## src/rtl/ticket_call_queue.sv

```systemverilog
// Ticket issue FIFO with an officer call dispatcher driving 7-segment display fields.
// Optional feature macro OFFICER_PENDING_EN: remembers unserved officer presses.
module ticket_call_queue #(
  parameter int DEPTH           = 8,
  parameter int TICKET_MAX      = 99,
  parameter int ANNOUNCE_CYCLES = 4
) (
  input  logic       clk_i,
  input  logic       reset_ni,
  input  logic       take_ticket_i,
  input  logic [1:0] service_req_i,
  input  logic [3:0] officer_button_i,
  output logic       ticket_issued_o,
  output logic [6:0] issued_ticket_o,
  output logic       ticket_reject_o,
  output logic       call_valid_o,
  output logic [6:0] call_ticket_o,
  output logic [1:0] call_officer_o,
  output logic [1:0] call_service_o,
  output logic [3:0] waiting_customers_o,
  output logic       queue_full_o
);

  localparam int PW = $clog2(DEPTH);
  localparam int CW = PW + 1;

  localparam logic [0:0] IDLE     = 1'b0;
  localparam logic [0:0] ANNOUNCE = 1'b1;

  logic [8:0]    mem_q [DEPTH];
  logic [PW-1:0] wr_ptr_q, wr_ptr_d;
  logic [PW-1:0] rd_ptr_q, rd_ptr_d;
  logic [CW-1:0] count_q, count_d;
  logic [6:0]    last_q, last_d;
  logic          take_prev_q;
  logic [3:0]    off_prev_q;
  logic [0:0]    state_q, state_d;
  logic [7:0]    ann_cnt_q, ann_cnt_d;
  logic          issued_q, issued_d;
  logic          reject_q, reject_d;
  logic [6:0]    call_ticket_q, call_ticket_d;
  logic [1:0]    call_officer_q, call_officer_d;
  logic [1:0]    call_service_q, call_service_d;

  logic       take_edge;
  logic [3:0] off_edge;
  logic [3:0] req;
  logic [1:0] grant_idx;
  logic       full;
  logic       push;
  logic       pop;
  logic       dispatch_ok;
  logic [6:0] next_ticket;

`ifdef OFFICER_PENDING_EN
  logic [3:0] pending_q, pending_d;
`endif

  always_comb begin
    take_edge   = take_ticket_i & ~take_prev_q;
    off_edge    = officer_button_i & ~off_prev_q;
`ifdef OFFICER_PENDING_EN
    req         = off_edge | pending_q;
`else
    req         = off_edge;
`endif
    full        = (count_q == CW'(DEPTH));
    next_ticket = (last_q >= 7'(TICKET_MAX)) ? 7'd1 : last_q + 7'd1;
    // The last announce cycle doubles as an idle slot so calls can run back-to-back.
    dispatch_ok = (state_q == IDLE) || (ann_cnt_q == 8'd0);
    pop         = dispatch_ok && (count_q != '0) && (req != 4'd0);
    push        = take_edge && !full;

    grant_idx = 2'd0;
    for (int i = 3; i >= 0; i--) begin
      if (req[i]) grant_idx = 2'(i);
    end

    wr_ptr_d       = push ? wr_ptr_q + PW'(1) : wr_ptr_q;
    rd_ptr_d       = pop  ? rd_ptr_q + PW'(1) : rd_ptr_q;
    count_d        = count_q;
    if (push && !pop) count_d = count_q + CW'(1);
    if (pop && !push) count_d = count_q - CW'(1);
    last_d         = push ? next_ticket : last_q;
    issued_d       = push;
    reject_d       = take_edge && full;

    state_d        = state_q;
    ann_cnt_d      = ann_cnt_q;
    call_ticket_d  = call_ticket_q;
    call_officer_d = call_officer_q;
    call_service_d = call_service_q;
    if (pop) begin
      state_d        = ANNOUNCE;
      ann_cnt_d      = 8'(ANNOUNCE_CYCLES - 1);
      call_ticket_d  = mem_q[rd_ptr_q][8:2];
      call_service_d = mem_q[rd_ptr_q][1:0];
      call_officer_d = grant_idx;
    end else if (state_q == ANNOUNCE) begin
      if (ann_cnt_q == 8'd0) state_d = IDLE;
      else                   ann_cnt_d = ann_cnt_q - 8'd1;
    end

`ifdef OFFICER_PENDING_EN
    pending_d = req;
    if (pop) pending_d[grant_idx] = 1'b0;
`endif
  end

  always_ff @(posedge clk_i) begin
    if (push) mem_q[wr_ptr_q] <= {next_ticket, service_req_i};
  end

  always_ff @(posedge clk_i or negedge reset_ni) begin
    if (!reset_ni) begin
      wr_ptr_q       <= '0;
      rd_ptr_q       <= '0;
      count_q        <= '0;
      last_q         <= 7'd0;
      take_prev_q    <= 1'b0;
      off_prev_q     <= 4'd0;
      state_q        <= IDLE;
      ann_cnt_q      <= 8'd0;
      issued_q       <= 1'b0;
      reject_q       <= 1'b0;
      call_ticket_q  <= 7'd0;
      call_officer_q <= 2'd0;
      call_service_q <= 2'd0;
`ifdef OFFICER_PENDING_EN
      pending_q      <= 4'd0;
`endif
    end else begin
      wr_ptr_q       <= wr_ptr_d;
      rd_ptr_q       <= rd_ptr_d;
      count_q        <= count_d;
      last_q         <= last_d;
      take_prev_q    <= take_ticket_i;
      off_prev_q     <= officer_button_i;
      state_q        <= state_d;
      ann_cnt_q      <= ann_cnt_d;
      issued_q       <= issued_d;
      reject_q       <= reject_d;
      call_ticket_q  <= call_ticket_d;
      call_officer_q <= call_officer_d;
      call_service_q <= call_service_d;
`ifdef OFFICER_PENDING_EN
      pending_q      <= pending_d;
`endif
    end
  end

  assign ticket_issued_o     = issued_q;
  assign issued_ticket_o     = last_q;
  assign ticket_reject_o     = reject_q;
  assign call_valid_o        = (state_q == ANNOUNCE);
  assign call_ticket_o       = call_ticket_q;
  assign call_officer_o      = call_officer_q;
  assign call_service_o      = call_service_q;
  assign waiting_customers_o = 4'(count_q);
  assign queue_full_o        = full;

endmodule

```

## config.mk

```make
export PLATFORM = sky130hd
export DESIGN_NAME = ticket_call_queue
export DESIGN_NICKNAME = d
export VERILOG_FILES = /design/src/rtl/ticket_call_queue.sv
export SDC_FILE = /design/constraint.sdc
export NUM_CORES = 1
export LEC_CHECK = 0
export BUFFER_PORTS_ARGS = -buffer_cell sky130_fd_sc_hd__buf_2
export CELL_PAD_IN_SITES_DETAIL_PLACEMENT = 1
export CELL_PAD_IN_SITES_GLOBAL_PLACEMENT = 2
export CORE_ASPECT_RATIO = 1.5
export CORE_MARGIN = 8
export CORE_UTILIZATION = 44
export CTS_CLUSTER_SIZE = 40
export DETAILED_ROUTE_END_ITERATION = 8
export GPL_TIMING_DRIVEN = 1
export HOLD_SLACK_MARGIN = 0.06
export PLACE_DENSITY_LB_ADDON = 0.08
export SLEW_MARGIN = 10
export SYNTH_ARGS = -nofsm -noshare
export SYNTH_HDL_FRONTEND = slang
export SYNTH_SLANG_ARGS = --single-unit
```

## constraint.sdc

```tcl
create_clock -name clk_i -period 3.6 [get_ports clk_i]
set_clock_uncertainty 0.2 [all_clocks]
set_input_delay 0.18 -clock clk_i [delete_from_list [all_inputs] [get_ports clk_i]]
set_output_delay 0.18 -clock clk_i [all_outputs]
set_load 0.005 [all_outputs]
```

==> flow_metrics.env <==
export IMPL_tns_ps=0
export IMPL_cp_top_family="simple AND/OR/NAND/NOR gates"
export IMPL_gp_congestion=0.737
export IMPL_coreArea_um2=10900
export IMPL_status="completed"
export IMPL_ant_nets=0
export IMPL_fin_nets=390
export IMPL_start_util_pct=44.5
export IMPL_die_area_um2=14800
export IMPL_dp_hpwl_mm=6.80
export IMPL_final_layout_size_suffix_gt1_share_pct=28.2
export IMPL_synth_nets=330
export IMPL_vias=2846
export IMPL_hp_class="primary input to flip-flop"
export IMPL_area_growth_pct=21.3
export IMPL_cp_arrival_ps=3030
export IMPL_clock_sinks=116
export IMPL_yosysTopAreaCellShare_pct=44.4
export IMPL_fmax_ghz=0.339
export IMPL_grt_pass1_wl_mm=17.1
export IMPL_synth_area_leader_cell="edfxtp_1"
export IMPL_h_tree_depth=4
export IMPL_use_met1_pct=16.8
export IMPL_top_usage_layer="met2"
export IMPL_cts_buffer_depth=2
export IMPL_numCtsBuffers=17
export IMPL_overflow=0
export IMPL_drt_initial_drc_count=97
export IMPL_async_reset_ff_share_pct=37.9
export IMPL_syn_avg_cell_area_um2=15.5
export IMPL_crit_slowest_cell="a31o_2"
export IMPL_clk_latency_ps=400
export IMPL_cts_root_buffer="clkbuf_16"
export IMPL_path_max_fanout=18
export IMPL_track_usage_pct=16.0
export IMPL_clk_pin_slew_worst_paths_ps=60
export IMPL_final_cells=534
export IMPL_grtUsageMet3_pct=4.89
export IMPL_io_pins=35
export IMPL_ctsResizeCount=0
export IMPL_finalSetupViolCount=0
export IMPL_antenna_found_initial=0
export IMPL_routedWlPerCell_um=19.6
export IMPL_yosysWarningCount=0
export IMPL_crit_buf_inv=2
export IMPL_worstSetupPathType="flip-flop to flip-flop"
export IMPL_row_count=47
export IMPL_die_y_um=145
export IMPL_grtUsageMet2_pct=29.2
export IMPL_slew_headroom_pct=28.7
export IMPL_synth_area_um2=4870
export IMPL_n_antenna_cell=0
export IMPL_ys_seq_area_share_pct=67.0
export IMPL_synth_cells=314
export IMPL_path_cells="nor3_1 -> a31o_2 -> nand3_4 -> inv_4 -> buf_4 -> ha_1 -> nor4bb_1 -> a21oi_1 -> xnor2_1"
export IMPL_start_kind="flip-flop"
export IMPL_drc=0
export IMPL_synthFlopType="edfxtp_1"
export IMPL_synth_edff_count=72
export IMPL_routed_wl_mm=10.5
export IMPL_vias_per_cell=5.33
export IMPL_peakVddDrop_v=0.000353
export IMPL_period_share_pct=81.9
export IMPL_fin_crit_ps=2950
export IMPL_p_leak_nw=2.27
export IMPL_slowest_delay_ps=460
export IMPL_grt_pass1_vias=3174
export IMPL_end_kind="flip-flop"
export IMPL_power_w=0.00397
export IMPL_fin_util_pct=54.0
export IMPL_port_buffers=34
export IMPL_synthTopCellsByArea="edfxtp_1 44%, dfrtp_1 23%, mux4_2 8.3%"
export IMPL_finalHoldViolCount=0
export IMPL_num_fill_cells=1084
export IMPL_die_x_um=102
export IMPL_slew_viol_final=0
export IMPL_ys_types=49
export IMPL_power_density_nw_per_um2=672
export IMPL_rsz0062_at_grt="false"
export IMPL_dp_cells=494
export IMPL_cts_tree="yes"
export IMPL_grt_max_degree=45
export IMPL_synth_seq_cells=116
export IMPL_worstMarginPinSlew_ps=1070
export IMPL_maxCapViolations=0
export IMPL_required_ps=3690
export IMPL_dr_pass1_iters=4
[sequential cells by signal, summed over array words and instances, names as in the netlist, 3 cells and up]
register / cells
ann_cnt_q: 8
wr_ptr_q: 3
issued_ticket_o: 7
waiting_customers_o: 4
mem_q: 72
off_prev_q: 4
rd_ptr_q: 3
call_ticket_o: 7
[Yosys cell counts (all sizes together) (3+ instances only)]
master	count
or4	3
dfrtp	44
edfxtp	72
mux2	4
clkbuf	4
inv	7
nand2b	12
mux4	18
ha	7
nor4	4
nor2b	3
mux2i	11
nor3	6
a21oi	20
xor2	3
a31oi	11
and3	4
buf	9
nand2	19
xnor2	11
nor2	15
o21ai	6
[cell type report]
class,count,area [um^2],share of cell area (%)
Timing Repair Buffer,54,340,5.76
Multi-Input combinational cell,178,1500,25.3
Inverter,7,28.8,0.487
Clock buffer,18,439,7.44
Tap cell,147,184,3.12
Sequential cell,116,3260,55.3
Clock inverter,14,153,2.59
[per-stage QoR]
step           instance area [um^2]  setup slack, ps  hold WS [ps]
2_1_floorplan                  4870              906          -316
3_3_place_gp                   5230              696           104
3_5_place_dp                   5230              648           109
4_1_cts                        5900              640           222
5_1_grt                        5900              348           241
6_report                       5900              653           235
[placed cells by master (no fill, tap or decap), types with 7 or more instances in the layout]
master and count:
mux2i_1 11, mux4_2 18, nand2_1 19, clkbuf_16 17, ha_1 7, buf_4 12
xnor2_1 11, nor2_1 15, a31oi_1 11, buf_2 34, edfxtp_1 72, dfrtp_1 44
dlygate4sd3_1 8, a21oi_1 20, nand2b_1 11
[path summary, 6_finish.rpt]
kind | startpoint | end | slack [ps] | cells after the start
max reg2reg | ann_cnt_q[5] | waiting_customers_o[3] | 650 | 9
max | ann_cnt_q[5] | waiting_customers_o[3] | 650 | 9
min | officer_button_i[0] | off_prev_q[0] | 240 | 2
min reg2reg | take_prev_q | ticket_reject_o | 300 | 2
max in group asynchronous | reset_ni | call_officer_o[1] | 2220 | 2
min in group asynchronous | reset_ni | off_prev_q[3] | 320 | 2
[timing repair]
action / in CTS / in global routing
hold endpoints to repair: 67 / 0
hold buffers: 8 / 0
setup buffers: 0 / 0
[metal layers]
| metal | part of all wire (%) | up-vias |
|---|---|---|
| li1 | - | 1322 |
| met1 | 40 | 1472 |
| met2 | 56 | 41 |
| met3 | 3.5 | 11 |
| met4 | 1.1 | 0 |
| met5 | 0 | - |
[cell families after synthesis]
| kind of cell | synth area share, % |
|---|---|
| AO/OA/AOI/OAI | 5.55 |
| XOR/XNOR | 2.52 |
| adder cells (fa/ha/maj) | 1.80 |
| buffers and inverters | 2.34 |
| flip-flops | 67.0 |
| multiplexers | 11.7 |
| AND/OR/NAND/NOR | 9.00 |
[power breakdown]
part	switching, W	internal [W]
combinational	0.000301	0.000211
clock	0.000616	0.00104
sequential	0.000141	0.00166
total	0.00106	0.00291
No activity file was read; power rests on OpenSTA's default activity.
